<file path="config.mk">
export PLATFORM = sky130hd
export DESIGN_NAME = instr_loader_flat
export DESIGN_NICKNAME = d
export VERILOG_FILES = /design/src/rtl/riscv_pkg.sv /design/src/rtl/instr_loader_if.sv /design/src/rtl/instr_loader_byte_packer.sv /design/src/rtl/instr_loader.sv /design/src/flat_wrapper.sv
export SDC_FILE = /design/constraint.sdc
export NUM_CORES = 1
export LEC_CHECK = 0
export BUFFER_PORTS_ARGS = -buffer_cell sky130_fd_sc_hd__buf_2
export CORE_MARGIN = 2
export CORE_UTILIZATION = 50
export CTS_CLUSTER_SIZE = 25
export DETAILED_ROUTE_END_ITERATION = 6
export HOLD_SLACK_MARGIN = 0.15
export PLACE_DENSITY = 0.76
export RECOVER_POWER = 100
export SLEW_MARGIN = 20
export SYNTH_ARGS = -nofsm -noshare
export SYNTH_HDL_FRONTEND = slang
export SYNTH_HIERARCHICAL = 1
export SYNTH_SLANG_ARGS = --single-unit
</file>
<file path="constraint.sdc">
create_clock -name clk -period 2.65 [get_ports clk]
set_input_delay 0.1325 -clock clk [delete_from_list [all_inputs] [get_ports clk]]
set_output_delay 0.1325 -clock clk [all_outputs]
set_load 0.03 [all_outputs]
</file>
<file path="src/rtl/riscv_pkg.sv">
// Shared definitions for the instruction loader: loader FSM states,
// word geometry and the word-count to byte-address helper.
package riscv_pkg;

  localparam int WORD_BYTES = 4;
  localparam int IDX_W      = $clog2(WORD_BYTES);

  typedef enum logic [1:0] {
    ST_IDLE  = 2'd0,
    ST_LOAD  = 2'd1,
    ST_WRITE = 2'd2,
    ST_DONE  = 2'd3
  } loader_state_e;

  // Byte address of a word: zero-extended word count with two zero LSBs.
  function automatic logic [31:0] word_addr(input logic [15:0] cnt);
    return {14'b0, cnt, 2'b00};
  endfunction

endpackage

</file>
<file path="src/rtl/instr_loader_if.sv">
// Byte-stream input and instruction-memory write bus of the loader.
//
// Handshake: a byte transfers on a rising clk edge exactly when
// byte_valid_i and byte_ready_o are both 1 in the preceding cycle. The
// source must hold byte_i stable while byte_valid_i is high and not yet
// accepted; the loader may drop byte_ready_o at any time. mem_we_o is a
// single-cycle strobe per word with no back-pressure; mem_addr_o and
// mem_wdata_o are only meaningful while mem_we_o is 1.
interface instr_loader_if;
  logic [7:0]  byte_i;
  logic        byte_valid_i;
  logic        byte_ready_o;
  logic        mem_we_o;
  logic [31:0] mem_addr_o;
  logic [31:0] mem_wdata_o;

  // Loader side.
  modport master (
    input  byte_i, byte_valid_i,
    output byte_ready_o, mem_we_o, mem_addr_o, mem_wdata_o
  );

  // Byte source / memory side.
  modport slave (
    output byte_i, byte_valid_i,
    input  byte_ready_o, mem_we_o, mem_addr_o, mem_wdata_o
  );
endinterface

</file>
<file path="src/rtl/instr_loader_byte_packer.sv">
// Assembles little-endian bytes into a 32-bit word. Each pushed byte
// enters at the top and the word shifts down, so after four pushes the
// first byte sits in bits [7:0].
module byte_packer
  import riscv_pkg::*;
(
  input  logic        clk,
  input  logic        rst,
  input  logic        clear_i,
  input  logic        push_i,
  input  logic [7:0]  byte_i,
  output logic [31:0] word_o,
  output logic        word_done_o
);

  logic [IDX_W-1:0] idx_d, idx_q;
  logic [31:0]      word_d, word_q;

  // Next byte index and shifted word; clear restarts at byte 0.
  always_comb begin
    idx_d  = idx_q;
    word_d = word_q;
    if (clear_i) begin
      idx_d  = '0;
      word_d = '0;
    end else if (push_i) begin
      idx_d  = idx_q + IDX_W'(1);
      word_d = {byte_i, word_q[31:8]};
    end
  end

  // Index and partial word registers; reset discards any partial word.
  always_ff @(posedge clk) begin
    if (rst) begin
      idx_q  <= '0;
      word_q <= '0;
    end else begin
      idx_q  <= idx_d;
      word_q <= word_d;
    end
  end

  assign word_o      = word_q;
  assign word_done_o = push_i && (idx_q == IDX_W'(WORD_BYTES - 1));

endmodule

</file>
<file path="src/rtl/instr_loader.sv">
// Loads a program from a byte stream into instruction memory one word at
// a time and holds the core in reset until a complete load finishes.
module instr_loader
  import riscv_pkg::*;
#(
  parameter int DEPTH_WORDS = 1024
) (
  input  logic          clk,
  input  logic          rst,
  input  logic          start_i,
  input  logic [15:0]   len_i,
  instr_loader_if.master bus,
  output logic          core_rst_o,
  output logic          busy_o,
  output logic          done_o,
  output logic          err_o,
  output loader_state_e state_o
);

  loader_state_e state_d, state_q;
  logic [15:0]   word_cnt_d, word_cnt_q;
  logic [15:0]   len_d, len_q;
  logic          ready_d, ready_q;
  logic          we_d, we_q;
  logic          busy_d, busy_q;
  logic          done_d, done_q;
  logic          core_rst_d, core_rst_q;
  logic          err_d, err_q;

  logic          xfer;
  logic          clear;
  logic          word_done;
  logic          len_ok;
  logic [15:0]   word_cnt_inc;
  logic [31:0]   word;

  assign xfer         = (state_q == ST_LOAD) && ready_q && bus.byte_valid_i;
  assign len_ok       = $unsigned(32'(len_i)) <= $unsigned(32'(DEPTH_WORDS));
  assign word_cnt_inc = word_cnt_q + 16'd1;

  byte_packer u_packer (
    .clk        (clk),
    .rst        (rst),
    .clear_i    (clear),
    .push_i     (xfer),
    .byte_i     (bus.byte_i),
    .word_o     (word),
    .word_done_o(word_done)
  );

  // Next state and next registered outputs of the loader FSM.
  always_comb begin
    state_d    = state_q;
    word_cnt_d = word_cnt_q;
    len_d      = len_q;
    ready_d    = ready_q;
    we_d       = 1'b0;
    busy_d     = busy_q;
    done_d     = done_q;
    core_rst_d = core_rst_q;
    err_d      = err_q;
    clear      = 1'b0;
    case (state_q)
      ST_IDLE, ST_DONE: begin
        if (start_i) begin
          if (len_i == 16'd0) begin
            // Nothing to load: the (empty) program is immediately valid.
            state_d    = ST_DONE;
            word_cnt_d = '0;
            clear      = 1'b1;
            ready_d    = 1'b0;
            busy_d     = 1'b0;
            done_d     = 1'b1;
            core_rst_d = 1'b0;
            err_d      = 1'b0;
          end else if (len_ok) begin
            state_d    = ST_LOAD;
            word_cnt_d = '0;
            len_d      = len_i;
            clear      = 1'b1;
            ready_d    = 1'b1;
            busy_d     = 1'b1;
            done_d     = 1'b0;
            core_rst_d = 1'b1;
            err_d      = 1'b0;
          end else begin
            // Rejected: state and loaded program are left untouched.
            err_d = 1'b1;
          end
        end
      end
      ST_LOAD: begin
        if (word_done) begin
          state_d = ST_WRITE;
          ready_d = 1'b0;
          we_d    = 1'b1;
        end
      end
      ST_WRITE: begin
        word_cnt_d = word_cnt_inc;
        if (word_cnt_inc == len_q) begin
          state_d    = ST_DONE;
          busy_d     = 1'b0;
          done_d     = 1'b1;
          core_rst_d = 1'b0;
        end else begin
          state_d = ST_LOAD;
          ready_d = 1'b1;
        end
      end
      default: state_d = ST_IDLE;
    endcase
  end

  // Loader FSM registers; reset wins over start and byte transfers.
  always_ff @(posedge clk) begin
    if (rst) begin
      state_q    <= ST_IDLE;
      word_cnt_q <= '0;
      len_q      <= '0;
      ready_q    <= 1'b0;
      we_q       <= 1'b0;
      busy_q     <= 1'b0;
      done_q     <= 1'b0;
      core_rst_q <= 1'b1;
      err_q      <= 1'b0;
    end else begin
      state_q    <= state_d;
      word_cnt_q <= word_cnt_d;
      len_q      <= len_d;
      ready_q    <= ready_d;
      we_q       <= we_d;
      busy_q     <= busy_d;
      done_q     <= done_d;
      core_rst_q <= core_rst_d;
      err_q      <= err_d;
    end
  end

  assign bus.byte_ready_o = ready_q;
  assign bus.mem_we_o     = we_q;
  assign bus.mem_addr_o   = word_addr(word_cnt_q);
  assign bus.mem_wdata_o  = word;
  assign core_rst_o       = core_rst_q;
  assign busy_o           = busy_q;
  assign done_o           = done_q;
  assign err_o            = err_q;
  assign state_o          = state_q;

endmodule

</file>
<file path="src/flat_wrapper.sv">
// flat-port wrapper written by rule: the top's interface ports become plain ports
module instr_loader_flat import riscv_pkg::*;
#(
  parameter int DEPTH_WORDS = 1024
)
  (clk, rst, start_i, len_i, core_rst_o, busy_o, done_o, err_o, state_o, bus_byte_i, bus_byte_valid_i, bus_byte_ready_o, bus_mem_we_o, bus_mem_addr_o, bus_mem_wdata_o);
  instr_loader_if bus_i ();
  input  logic clk;
  input  logic rst;
  input  logic start_i;
  input  logic [15:0] len_i;
  output logic core_rst_o;
  output logic busy_o;
  output logic done_o;
  output logic err_o;
  output loader_state_e state_o;
  input wire logic [$bits(bus_i.byte_i)-1:0] bus_byte_i;
  input wire logic [$bits(bus_i.byte_valid_i)-1:0] bus_byte_valid_i;
  output wire logic [$bits(bus_i.byte_ready_o)-1:0] bus_byte_ready_o;
  output wire logic [$bits(bus_i.mem_we_o)-1:0] bus_mem_we_o;
  output wire logic [$bits(bus_i.mem_addr_o)-1:0] bus_mem_addr_o;
  output wire logic [$bits(bus_i.mem_wdata_o)-1:0] bus_mem_wdata_o;
  assign bus_i.byte_i = bus_byte_i;
  assign bus_i.byte_valid_i = bus_byte_valid_i;
  assign bus_byte_ready_o = bus_i.byte_ready_o;
  assign bus_mem_we_o = bus_i.mem_we_o;
  assign bus_mem_addr_o = bus_i.mem_addr_o;
  assign bus_mem_wdata_o = bus_i.mem_wdata_o;
  instr_loader #(.DEPTH_WORDS(DEPTH_WORDS)) u_core (.clk(clk), .rst(rst), .start_i(start_i), .len_i(len_i), .bus(bus_i), .core_rst_o(core_rst_o), .busy_o(busy_o), .done_o(done_o), .err_o(err_o), .state_o(state_o));
endmodule
</file>
## Word level (Yosys, flattened, before mapping)

Cells that the tools add are included.

- Flip-flop bits (word level): 74

- Order comparisons: 1
- Muxes and demuxes: 30
- Equality and inequality tests: 10
- Reduce and logical (&&, ||, !) cells: 15
- Add/subtract/negate cells: 2
- Bitwise operators: 2

Operators with widths:

| cell | number |
|---|---|
| $mux W16 | 3 |
| $pmux W16 S2 | 1 |
| $mux W1 | 17 |
| $add A16 B1 Y16 const B | 1 |
| $eq A16 B16 Y1 | 1 |
| $le A16 B11 Y1 const B | 1 |
| $logic_not A16 Y1 | 1 |
| $reduce_and A4 Y1 | 3 |
| $mux W2 | 5 |
| $eq A2 B2 Y1 const B | 3 |
| $ne A2 B2 Y1 const B | 3 |
| $pmux W2 S3 | 1 |
| $reduce_and A3 Y1 | 2 |
| $reduce_or A2 Y1 | 3 |
| $pmux W1 S2 | 2 |
| $logic_and A1 B1 Y1 | 3 |
| $ne A3 B1 Y1 const B | 1 |
| $pmux W1 S3 | 1 |
| $add A2 B1 Y2 const B | 1 |
| $eq A2 B1 Y1 const B | 1 |
| $logic_not A2 Y1 | 1 |
| $ne A2 B1 Y1 const B | 1 |
| $not A1 Y1 | 2 |
| $reduce_and A2 Y1 | 1 |
| $reduce_bool A2 Y1 | 1 |

## Depth between registers and ports, before layout

Gate-level depths: netlist (run 1).

- Depth after elaboration: 6
- Gate-level depth with buffers: 10
- Depth with buffers taken out: 8

## Hierarchy

The synthesis (run 1) kept the hierarchy.

Modules (own cells, without submodules):

| module | sequential area each (um^2) | cells an instance | area an instance (um^2) | times used |
|---|---|---|---|---|
| instr_loader | 800.8 | 304 | 2482.4 | 1 |
| byte_packer | 680.7 | 113 | 1276.2 | 1 |

## Worst setup path after synthesis (run 1)

No wires, ideal clock.

- Path type: register -> register
- From: register u_core.word_cnt_q[1]
- To: register u_core.core_rst_q (netlist: u_core/core_rst_o)
- Slack: 165 ps
- Stages on the path, launching flop included: 10
- Library setup time: 120 ps
- Data arrival time: 2365 ps
- Required time: 2530 ps
- Path buffers: 1
- Cell sequence: dfxtp_1 ha_1 clkbuf_2 nand3_4 or3_1 a211oi_1 nand4_1 nor4_4 o21ai_1 or2_1

- Word-level cells in the longest chain between the ends: 4

Ends and longest elaborated chain:

| what | RTL line | text |
|---|---|---|
| from (decl) | instr_loader.sv:21 | `logic [15:0] word_cnt_d, word_cnt_q;` |
| from (signal assigned) | instr_loader.sv:129 | `word_cnt_q <= word_cnt_d;` |
| $add A16 B1 Y16 | instr_loader.sv:39 | `assign word_cnt_inc = word_cnt_q + 16'd1;` |
| $eq A16 B16 Y1 | instr_loader.sv:101 | `if (word_cnt_inc == len_q) begin` |
| $ne A2 B1 Y1 (no line) | -- |  |
| $reduce_and A4 Y1 (no line) | -- |  |
| to (signal assigned) | instr_loader.sv:135 | `core_rst_q <= core_rst_d;` |
| to (decl) | instr_loader.sv:27 | `logic core_rst_d, core_rst_q;` |

No other way between the ends.
A chain may end at the register's enable or synchronous reset.

## Worst setup path after layout (run 1)

Same ends and word-level chain as after synthesis.

==> results of run 1 <==
cells in the final DEF, fill, tap and decap left out, types with 2 or more instances in the layout:
cell and instances:
sky130_fd_sc_hd__and2_1 7, sky130_fd_sc_hd__nor2_1 64, sky130_fd_sc_hd__inv_6 4, sky130_fd_sc_hd__nor3_2 2, sky130_fd_sc_hd__buf_2 26, sky130_fd_sc_hd__nand4_1 5, sky130_fd_sc_hd__and4_1 5, sky130_fd_sc_hd__nor3b_1 2
sky130_fd_sc_hd__and3_1 2, sky130_fd_sc_hd__nor2b_1 5, sky130_fd_sc_hd__buf_4 10, sky130_fd_sc_hd__nand3_1 6, sky130_fd_sc_hd__or2_1 2, sky130_fd_sc_hd__and2_0 5, sky130_fd_sc_hd__inv_1 9, sky130_fd_sc_hd__nor3_1 13
sky130_fd_sc_hd__clkbuf_2 2, sky130_fd_sc_hd__nand4b_1 2, sky130_fd_sc_hd__a21o_1 4, sky130_fd_sc_hd__nand2b_1 4, sky130_fd_sc_hd__xor2_1 7, sky130_fd_sc_hd__nor4_1 4, sky130_fd_sc_hd__a22oi_1 4, sky130_fd_sc_hd__mux2i_1 45
sky130_fd_sc_hd__o21ai_0 16, sky130_fd_sc_hd__dfxtp_1 74, sky130_fd_sc_hd__o21a_1 2, sky130_fd_sc_hd__a21oi_1 23, sky130_fd_sc_hd__a31oi_1 2, sky130_fd_sc_hd__clkbuf_8 9, sky130_fd_sc_hd__or3_1 7, sky130_fd_sc_hd__o21ai_1 2
sky130_fd_sc_hd__o2111ai_1 2, sky130_fd_sc_hd__nand3b_1 5, sky130_fd_sc_hd__dlygate4sd3_1 20, sky130_fd_sc_hd__ha_1 3, sky130_fd_sc_hd__conb_1 16, sky130_fd_sc_hd__clkbuf_1 58, sky130_fd_sc_hd__nand2_1 13, sky130_fd_sc_hd__xnor2_1 11
worst min path at each step:
stage	start	end	slack, ns	cells past startpoint
finish	rst	u_core/len_q[8]$_SDFFE_PP0P_	0.19	2
floorplan	len_i[0]	u_core/len_q[0]$_SDFFE_PP0P_	0.28	2
global placement	bus_byte_i[0]	u_core/u_packer/word_o[24]$_SDFFE_PP0P_	0.37	3
CTS	rst	u_core/len_q[2]$_SDFFE_PP0P_	0.17	2
global route	rst	u_core/len_q[8]$_SDFFE_PP0P_	0.18	2
detailed placement	bus_byte_i[3]	u_core/u_packer/word_o[27]$_SDFFE_PP0P_	0.38	3
kinds of logic after synthesis:
group,after synthesis
AO/OA/AOI/OAI,64
XOR/XNOR,18
adder cells (fa/ha/maj),4
buffers and inverters,50
flip-flops,74
multiplexers,45
other,1
AND/OR/NAND/NOR,161
metal layers:
layer | track usage | part of all wire
met1 | 0.2911 | 0.45
met4 | 0.06154 | 0.0076
met5 | 0 | 0
met2 | 0.3663 | 0.49
met3 | 0.05008 | 0.058
final cells by class:
class	count	area (µm²)
clock inverter	7	81.33
multi-input combinational	308	1997
clock buffer	9	123.9
sequential	74	1481
timing repair buffer	117	640.6
inverter	9	33.78
fill	682	2771
tap	99	123.9
flip-flops by register name (all words and copies together) (netlist names):
register,count
u_core/busy_o,1
u_core/core_rst_o,1
u_core/len_q,16
u_core/state_o,2
u_core/u_packer/idx_q,2
u_core/u_packer/word_o,32
u_core/word_cnt_q,16
u_core/bus.mem_we_o,1
u_core/done_o,1
u_core/err_o,1
u_core/bus.byte_ready_o,1
stage by stage:
step	power, mW	hold slack [ns]	cells	worst slack (ns)
floorplan	1.620	0.2764	432	0.1653
finish	2.642	0.1875	623	0.1799
CTS	2.674	0.1696	622	0.09737
global placement	1.733	0.3679	586	0.1974
global route	2.772	0.1840	623	0.01200
detailed placement	1.741	0.3774	586	0.1218
power breakdown:
part	switching, mW	leakage (nW)	total (mW)	internal (mW)
clock	0.463	0.101	0.913	0.450
combinational	0.347	1.03	0.553	0.205
sequential	0.0285	0.597	1.18	1.15
timing repair:
action,4_1_cts,5_1_grt
setup endpoints to repair,0,5
hold buffers,20,0
endpoints found under the hold margin,20,0
resized for setup,0,2
setup buffers,0,1
worst max-delay path: cells and delay by family (launching register included):
kind	cells	cell delay (ns)
AOI/OAI and AO/OA	2	0.30
adders and majority gates	1	0.25
buffers and inverters	1	0.19
DFF	1	0.50
and+or+nand+nor	5	1.12
==> metrics, run 1 <==
status=complete, no violations; initial antenna violation count=0; total detailed-routing wirelength=a little under 9000 µm; max-cap violation count=0; Achievable Freq=404.8 MHz; boundary pin count=100; antenna-violating nets left=0; global placement routability congestion=just under 0.9; crit path capture=u_core/core_rst_o$_SDFFE_PP1P_; synthesized-area fraction occupied by ao, oa, aoi and oai cells=0.1055; IR Drop Worst-Case VDD=0.3359 mV; Slew @ Worst Pin=approximately 0.55 ns; combinational family with the most area after synthesis=simple AND/OR/NAND/NOR gates; number of hold-slack violations in the final timing report=0; maximum number of pins on one net before global-route repair=35; number of failing setup endpoints in the final timing report=0; number of cells produced by synthesis=between 400 and 500; number of buffers created by CTS=9; ratio of cells with drive above 1 in the final layout=0.1221; proportion of synthesized chip area in sequential cells=0.3941; die height=~91 µm; data required time at the worst endpoint=2.89 ns; Synth Flop Type=sky130_fd_sc_hd__dfxtp_1; Max-slew headroom=0.6352; post-route design area=4482 µm²; ordered cell list for the critical path=ha_4 > nand3_4 > or3_1 > a211oi_1 > nand4_1 > nor4_4 > buf_4 > o21ai_1 > or2_1; start of the worst register-to-register path=u_core/word_cnt_q[1]$_SDFFE_PP0P_; element type at the critical path start=flip-flop; fraction of synthesized cell area taken by the top area cell type=0.3941; biggest area consumer among synthesized cells=sky130_fd_sc_hd__dfxtp_1; area share of fa/ha/maj cells after synthesis=0.01332; DRC violations left=0; worst setup path start=u_core/word_cnt_q[1]$_SDFFE_PP0P_; post-synthesis share of cell area spent on xor and xnor gates=0.04194; Die Width=roughly 90 µm; number of flip-flops and latches in the synthesized netlist=between 70 and 80; main area contributors after synthesis=sky130_fd_sc_hd__dfxtp_1 (39%), sky130_fd_sc_hd__mux2i_1 (12%), sky130_fd_sc_hd__nor2_1 (6.4%), sky130_fd_sc_hd__buf_4 (3.6%), sky130_fd_sc_hd__a21oi_1 (3.1%); total cell area at the placement stage=4143 µm²; Yosys warning count=6; critical path capture point type=flip-flop; DR vias=about 3300; synthesized-area fraction occupied by and/or/nand/nor cells=0.2327; post-synthesis mux area share=0.1198; power density over cell area=589.5 nW/µm²; number of H-tree levels=3; estimated wirelength of the detail-placed design=around 6100 µm; Clock Pin Slew Worst Setup and Hold Paths=around 0.090 ns; logic depth of the worst register-to-register path=9; number of core rows=31; global-route wire length before repair=between 15000 and 20000 µm; Worst-Skew Late Latency=about 0.35 ns; critical-path cell with the highest stage delay=sky130_fd_sc_hd__dfxtp_1; CTS root buffer=sky130_fd_sc_hd__clkbuf_8; type of the setup path with the least slack=flip-flop to flip-flop; setup_tns=0 ns; via count of the first global-routing pass=just over 3000; class of the worst hold path=input pin to flip-flop; CP Data Arrival Time=about 2.7 ns; worst clock skew on the final layout=between 0.01 and 0.015 ns; Synth async-reset ratio=0; Min Clock Period, post-route=around 2.5 ns; number of flops mapped to enable cells by yosys=0; most numerous cell in the Yosys netlist=sky130_fd_sc_hd__dfxtp_1; Lkg Pwr=1.728 nW; leading cell types by count after synthesis=sky130_fd_sc_hd__dfxtp_1 (74), sky130_fd_sc_hd__nor2_1 (64), sky130_fd_sc_hd__mux2i_1 (45), sky130_fd_sc_hd__a21oi_1 (23), sky130_fd_sc_hd__buf_4 (18); Distinct cells, synth=56; Initial Util=0.5182; routed length per placed instance=14.34 µm; post-DR vias/cell=roughly 5.3; Std-Cell Core Area=between 7000 and 8000 µm²; delay of the slowest cell on the worst path=roughly 0.50 ns; CTS tree=yes; overflow left after global routing=0; Longest Clk Path Bufs=2; number of buffers inserted by port buffering=83; Tot GR Track Use=0.2218; DRT iter0 DRCs=slightly above 300; Worst R2R End=u_core/core_rst_o$_SDFFE_PP1P_; synthesized area per cell=around 9.0 µm²; Nets=around 550; clock net sink count=74; core occupancy in the finished layout=0.6179; Crit Path Max Fanout=9; Final Cycle Share=0.9321; drt pass-1 iters=5; total inserted antenna cells=0; mapped cell area=3759 µm²; unrepaired setup endpoints after global routing=no; Register-to-Register Setup Slack=about 0.18 ns; total die area=8226 µm²; layout-stage area growth over the synthesis result=19.24%; count of final max-slew check failures=0
Power figures use the tool's default switching activity.
==> run 2: changes to the inputs <==
- ABC_AREA: default -> 1
- RECOVER_POWER: 100 -> default
==> run 2 against run 1 <==
Effect of this change:
- first-iteration DRC count decreased by 49%
- fmax increased by 7.6%
- routed wire length increased by 3.7%
- cell area increased by 2.6%
- critical endpoint is now u_core/bus.byte_ready_o$_SDFFE_PP0P_
- clock skew increased by 0.0023 ns
- register-to-register slack improved by 0.17 ns
- critical path depth increased by 8
- sequential share of layout area decreased by 0.85 points
- clock-buffer cell count unchanged
- worst hold slack improved by 0.019 ns
- synthesized cell count increased by 45%
- largest cell class unchanged
- non-clock buffer count decreased by 13
==> metrics, run 2 <==
number of buffers created by CTS=9 (unchanged); critical path capture point type=flip-flop (unchanged); delay of the slowest cell on the worst path=0.51 ns (was 0.50 ns); IR Drop Worst-Case VDD=0.3473 mV (was 0.3359 mV); Tot GR Track Use=0.2222 (was 0.2218); number of placed instances, taps included=770 (was 586); Yosys warning count=6 (unchanged); class of the worst hold path=input pin to flip-flop (unchanged); antenna-violating nets left=0 (unchanged); Nets=729 (was 551); Initial Util=0.5092 (was 0.5182); leading cell types by count after synthesis=sky130_fd_sc_hd__nand2_1 (173), sky130_fd_sc_hd__nor2_1 (102), sky130_fd_sc_hd__inv_1 (80), sky130_fd_sc_hd__dfxtp_1 (74), sky130_fd_sc_hd__nand3_1 (44) (was sky130_fd_sc_hd__dfxtp_1 (74), sky130_fd_sc_hd__nor2_1 (64), sky130_fd_sc_hd__mux2i_1 (45), sky130_fd_sc_hd__a21oi_1 (23), sky130_fd_sc_hd__buf_4 (18)); number of cells produced by synthesis=604 (was 417); unrepaired setup endpoints after global routing=no (unchanged); CP Data Arrival Time=2.58 ns (was 2.71 ns); Sw Share=0.3220 (was 0.3175); data required time at the worst endpoint=2.93 ns (was 2.89 ns); Non-Filler Instances=804 (was 623); Setup WS pre-CTS=0.4663 ns (was 0.1218 ns); initial antenna violation count=0 (unchanged); global-route wire length before repair=15310 µm (was 15020 µm); boundary pin count=100 (unchanged); most numerous cell in the Yosys netlist=sky130_fd_sc_hd__nand2_1 (was sky130_fd_sc_hd__dfxtp_1); Longest Clk Path Bufs=2 (unchanged); Critical Path Most Common Cell=sky130_fd_sc_hd__nand2_1; DRT iter0 DRCs=157 (was 307); routed length per placed instance=11.52 µm (was 14.34 µm); commonest non-fill, non-tap cells in the layout=sky130_fd_sc_hd__nand2_1 (173), sky130_fd_sc_hd__nor2_1 (101), sky130_fd_sc_hd__buf_2 (83) (was sky130_fd_sc_hd__dfxtp_1 (74), sky130_fd_sc_hd__nor2_1 (64), sky130_fd_sc_hd__clkbuf_1 (58)); ordered cell list for the critical path=ha_1 > nand2_1 > nor2_4 > nand2_1 > nand2_1 > nand2_1 > nand2_1 > nand2_1 > inv_1 > nand2_1 > nor2_1 > nand2_1 > nor2_1 > nor2_1 > nand2_1 > nand2_1 > nor2_1 (was ha_4 > nand3_4 > or3_1 > a211oi_1 > nand4_1 > nor4_4 > buf_4 > o21ai_1 > or2_1); number of H-tree levels=3 (unchanged); Distinct cells, synth=25 (was 56); overflow left after global routing=0 (unchanged); number of failing setup endpoints in the final timing report=0 (unchanged); total die area=8468 µm² (was 8226 µm²); flip-flop count of the largest register, all copies and words added=32 (unchanged); sequential power share=0.491 (was 0.445); ratio of cells with drive above 1 in the final layout=0.1667 (was 0.1221); cell-internal power=1.630 mW (was 1.803 mW); Synth async-reset ratio=0 (unchanged); layout-stage area growth over the synthesis result=18.73% (was 19.24%); number of hold-slack violations in the final timing report=0 (unchanged); fraction of synthesized cell area taken by the top area cell type=0.3824 (was 0.3941); drt pass-1 iters=5 (unchanged); via count of the first global-routing pass=3448 (was 3118); Achievable Freq=435.6 MHz (was 404.8 MHz); type of the setup path with the least slack=flip-flop to flip-flop (unchanged); critical-path cell with the highest stage delay=sky130_fd_sc_hd__dfxtp_1 (unchanged); number of flip-flops and latches in the synthesized netlist=74 (unchanged); main area contributors after synthesis=sky130_fd_sc_hd__dfxtp_1 (38%), sky130_fd_sc_hd__nand2_1 (17%), sky130_fd_sc_hd__nor2_1 (9.9%), sky130_fd_sc_hd__inv_1 (7.8%), sky130_fd_sc_hd__nand3_1 (5.7%) (was sky130_fd_sc_hd__dfxtp_1 (39%), sky130_fd_sc_hd__mux2i_1 (12%), sky130_fd_sc_hd__nor2_1 (6.4%), sky130_fd_sc_hd__buf_4 (3.6%), sky130_fd_sc_hd__a21oi_1 (3.1%)); setup_tns=0 ns (unchanged); Net Sw Power=774.1 µW (was 838.8 µW); final critical-path setup slack=0.3541 ns (was 0.1799 ns); post-CTS setup buffers=0 (unchanged); most common cell after layout, fill and taps aside=sky130_fd_sc_hd__nand2_1 (was sky130_fd_sc_hd__dfxtp_1); status=complete, no violations (unchanged); max-cap violation count=0 (unchanged); number of core rows=32 (was 31); Clock Pin Slew Worst Setup and Hold Paths=0.09 ns (about the same); count of filler cells inserted in the layout=748 (was 682); Lkg Pwr=2.067 nW (was 1.728 nW); DRC violations left=0 (unchanged); synthesized area per cell=6.413 µm² (was 9.013 µm²); combinational power share=0.163 (was 0.209); Clock power frac=0.346 (about the same); worst clock skew on the final layout=0.01503 ns (was 0.01278 ns); count of final max-slew check failures=0 (unchanged); Crit Path Max Fanout=9 (unchanged); Worst Path Buf+Inv=1 (unchanged); post-DR vias/cell=4.858 (was 5.278); Std-Cell Core Area=7607 µm² (was 7253 µm²); die height=92.02 µm (was 90.70 µm); CTS tree=yes (unchanged); proportion of synthesized chip area in sequential cells=0.3824 (was 0.3941); maximum number of pins on one net before global-route repair=69 (was 35); Max-slew headroom=0.5972 (was 0.6352); number of flops mapped to enable cells by yosys=0 (unchanged); FF/Latch Area=1481 µm² (unchanged); mapped cell area=3874 µm² (was 3759 µm²); Min Clock Period, post-route=2.296 ns (was 2.470 ns); CTS root buffer=sky130_fd_sc_hd__clkbuf_8 (unchanged); number of buffers inserted by port buffering=83 (unchanged); clock net sink count=74 (unchanged); total inserted antenna cells=0 (unchanged); DR vias=3906 (was 3288); core occupancy in the finished layout=0.6046 (was 0.6179); Synth Flop Type=sky130_fd_sc_hd__dfxtp_1 (unchanged); Slew @ Worst Pin=0.6042 ns (was 0.5472 ns); multi-input gate area in the final layout=1879 µm² (was 1997 µm²); cell class contributing the biggest share of worst-path delay=simple AND/OR/NAND/NOR gates (unchanged); Final Cycle Share=0.8664 (was 0.9321); Die Width=92.02 µm (was 90.70 µm); biggest area consumer among synthesized cells=sky130_fd_sc_hd__dfxtp_1 (unchanged); power density over cell area=522.7 nW/µm² (was 589.5 nW/µm²); global placement routability congestion=0.8922 (was 0.8896); element type at the critical path start=flip-flop (unchanged); Worst-Skew Late Latency=0.35 ns (about the same); tightest hold margin=0.2065 ns (was 0.1875 ns); estimated wirelength of the detail-placed design=6511 µm (was 6063 µm); total detailed-routing wirelength=9266 µm (was 8932 µm)
run 2: repair_timing:
action                                 CTS  global route
hold buffers                            18             0
endpoints found under the hold margin   18             0
gates resized for setup                  0             0
run 2: cell families (layout without fill, tap and decap cells):
| kind of cell | Yosys count | in the layout | share of synthesized area |
|---|---|---|---|
| other cells | 1 | 16 | 0.0009681 |
| simple gates | 352 | 352 | 0.3824 |
| flops | 74 | 74 | 0.3824 |
| compound gates | 53 | 53 | 0.07009 |
| xor+xnor | 1 | 1 | 0.002261 |
| buf+inv | 119 | 202 | 0.1489 |
| fa+ha+maj | 4 | 4 | 0.01292 |
run 2: power by group through the flow:
stage	logic [mW]	clock network (mW)	registers [mW]
2_1_floorplan	0.217	0	1.28
3_3_place_gp	0.360	0	1.21
3_5_place_dp	0.367	0	1.21
4_1_cts	0.389	0.844	1.18
5_1_grt	0.433	0.898	1.19
6_report	0.392	0.831	1.18
run 2: per-layer routing:
layer  vias to the layer above  part of all wire  routed length [µm]  global-route usage
met5                         -                 0                   0                   0
met4                         0             0.012                 112             0.06343
met3                        10             0.063                 581             0.04766
met2                       119              0.48                4461              0.3909
met1                      1765              0.44                4110              0.2735
li1                       2012                 -                   -                   -
run 2: cell type report:
class	count	area share
Inverter	82	0.06692
Clock inverter	7	0.01333
Tap cell	102	0.02775
Multi-Input combinational cell	426	0.4086
Clock buffer	9	0.02693
Sequential cell	74	0.3221
Timing Repair Buffer	104	0.1344
run 2: per-stage QoR:
stage,power [mW],instance area [µm²]
finish,2.404,4599
global route,2.517,4599
CTS,2.416,4599
detailed placement,1.575,4234
global placement,1.566,4234
floorplan,1.494,3930
run 2: worst paths after layout:
kind / slack, ns / endpoint / from / cells past startpoint
worst max register to register: 0.35 / u_core/bus.byte_ready_o$_SDFFE_PP0P_ / u_core/word_cnt_q[0]$_SDFFE_PP0P_ / 17
worst min register to register: 0.46 / u_core/done_o$_SDFFE_PP0P_ / u_core/done_o$_SDFFE_PP0P_ / 2
worst min-delay path: 0.21 / u_core/len_q[9]$_SDFFE_PP0P_ / len_i[9] / 3
worst max-delay path: 0.35 / u_core/bus.byte_ready_o$_SDFFE_PP0P_ / u_core/word_cnt_q[0]$_SDFFE_PP0P_ / 17
run 2: worst register-to-register path: cells and delay by family, from the launching register on:
family / cells / cell delay (ns)
AND/OR/NAND/NOR: 15 / 1.42
flip-flops: 1 / 0.51
adder cells (fa/ha/maj): 1 / 0.26
buffers and inverters: 1 / 0.04
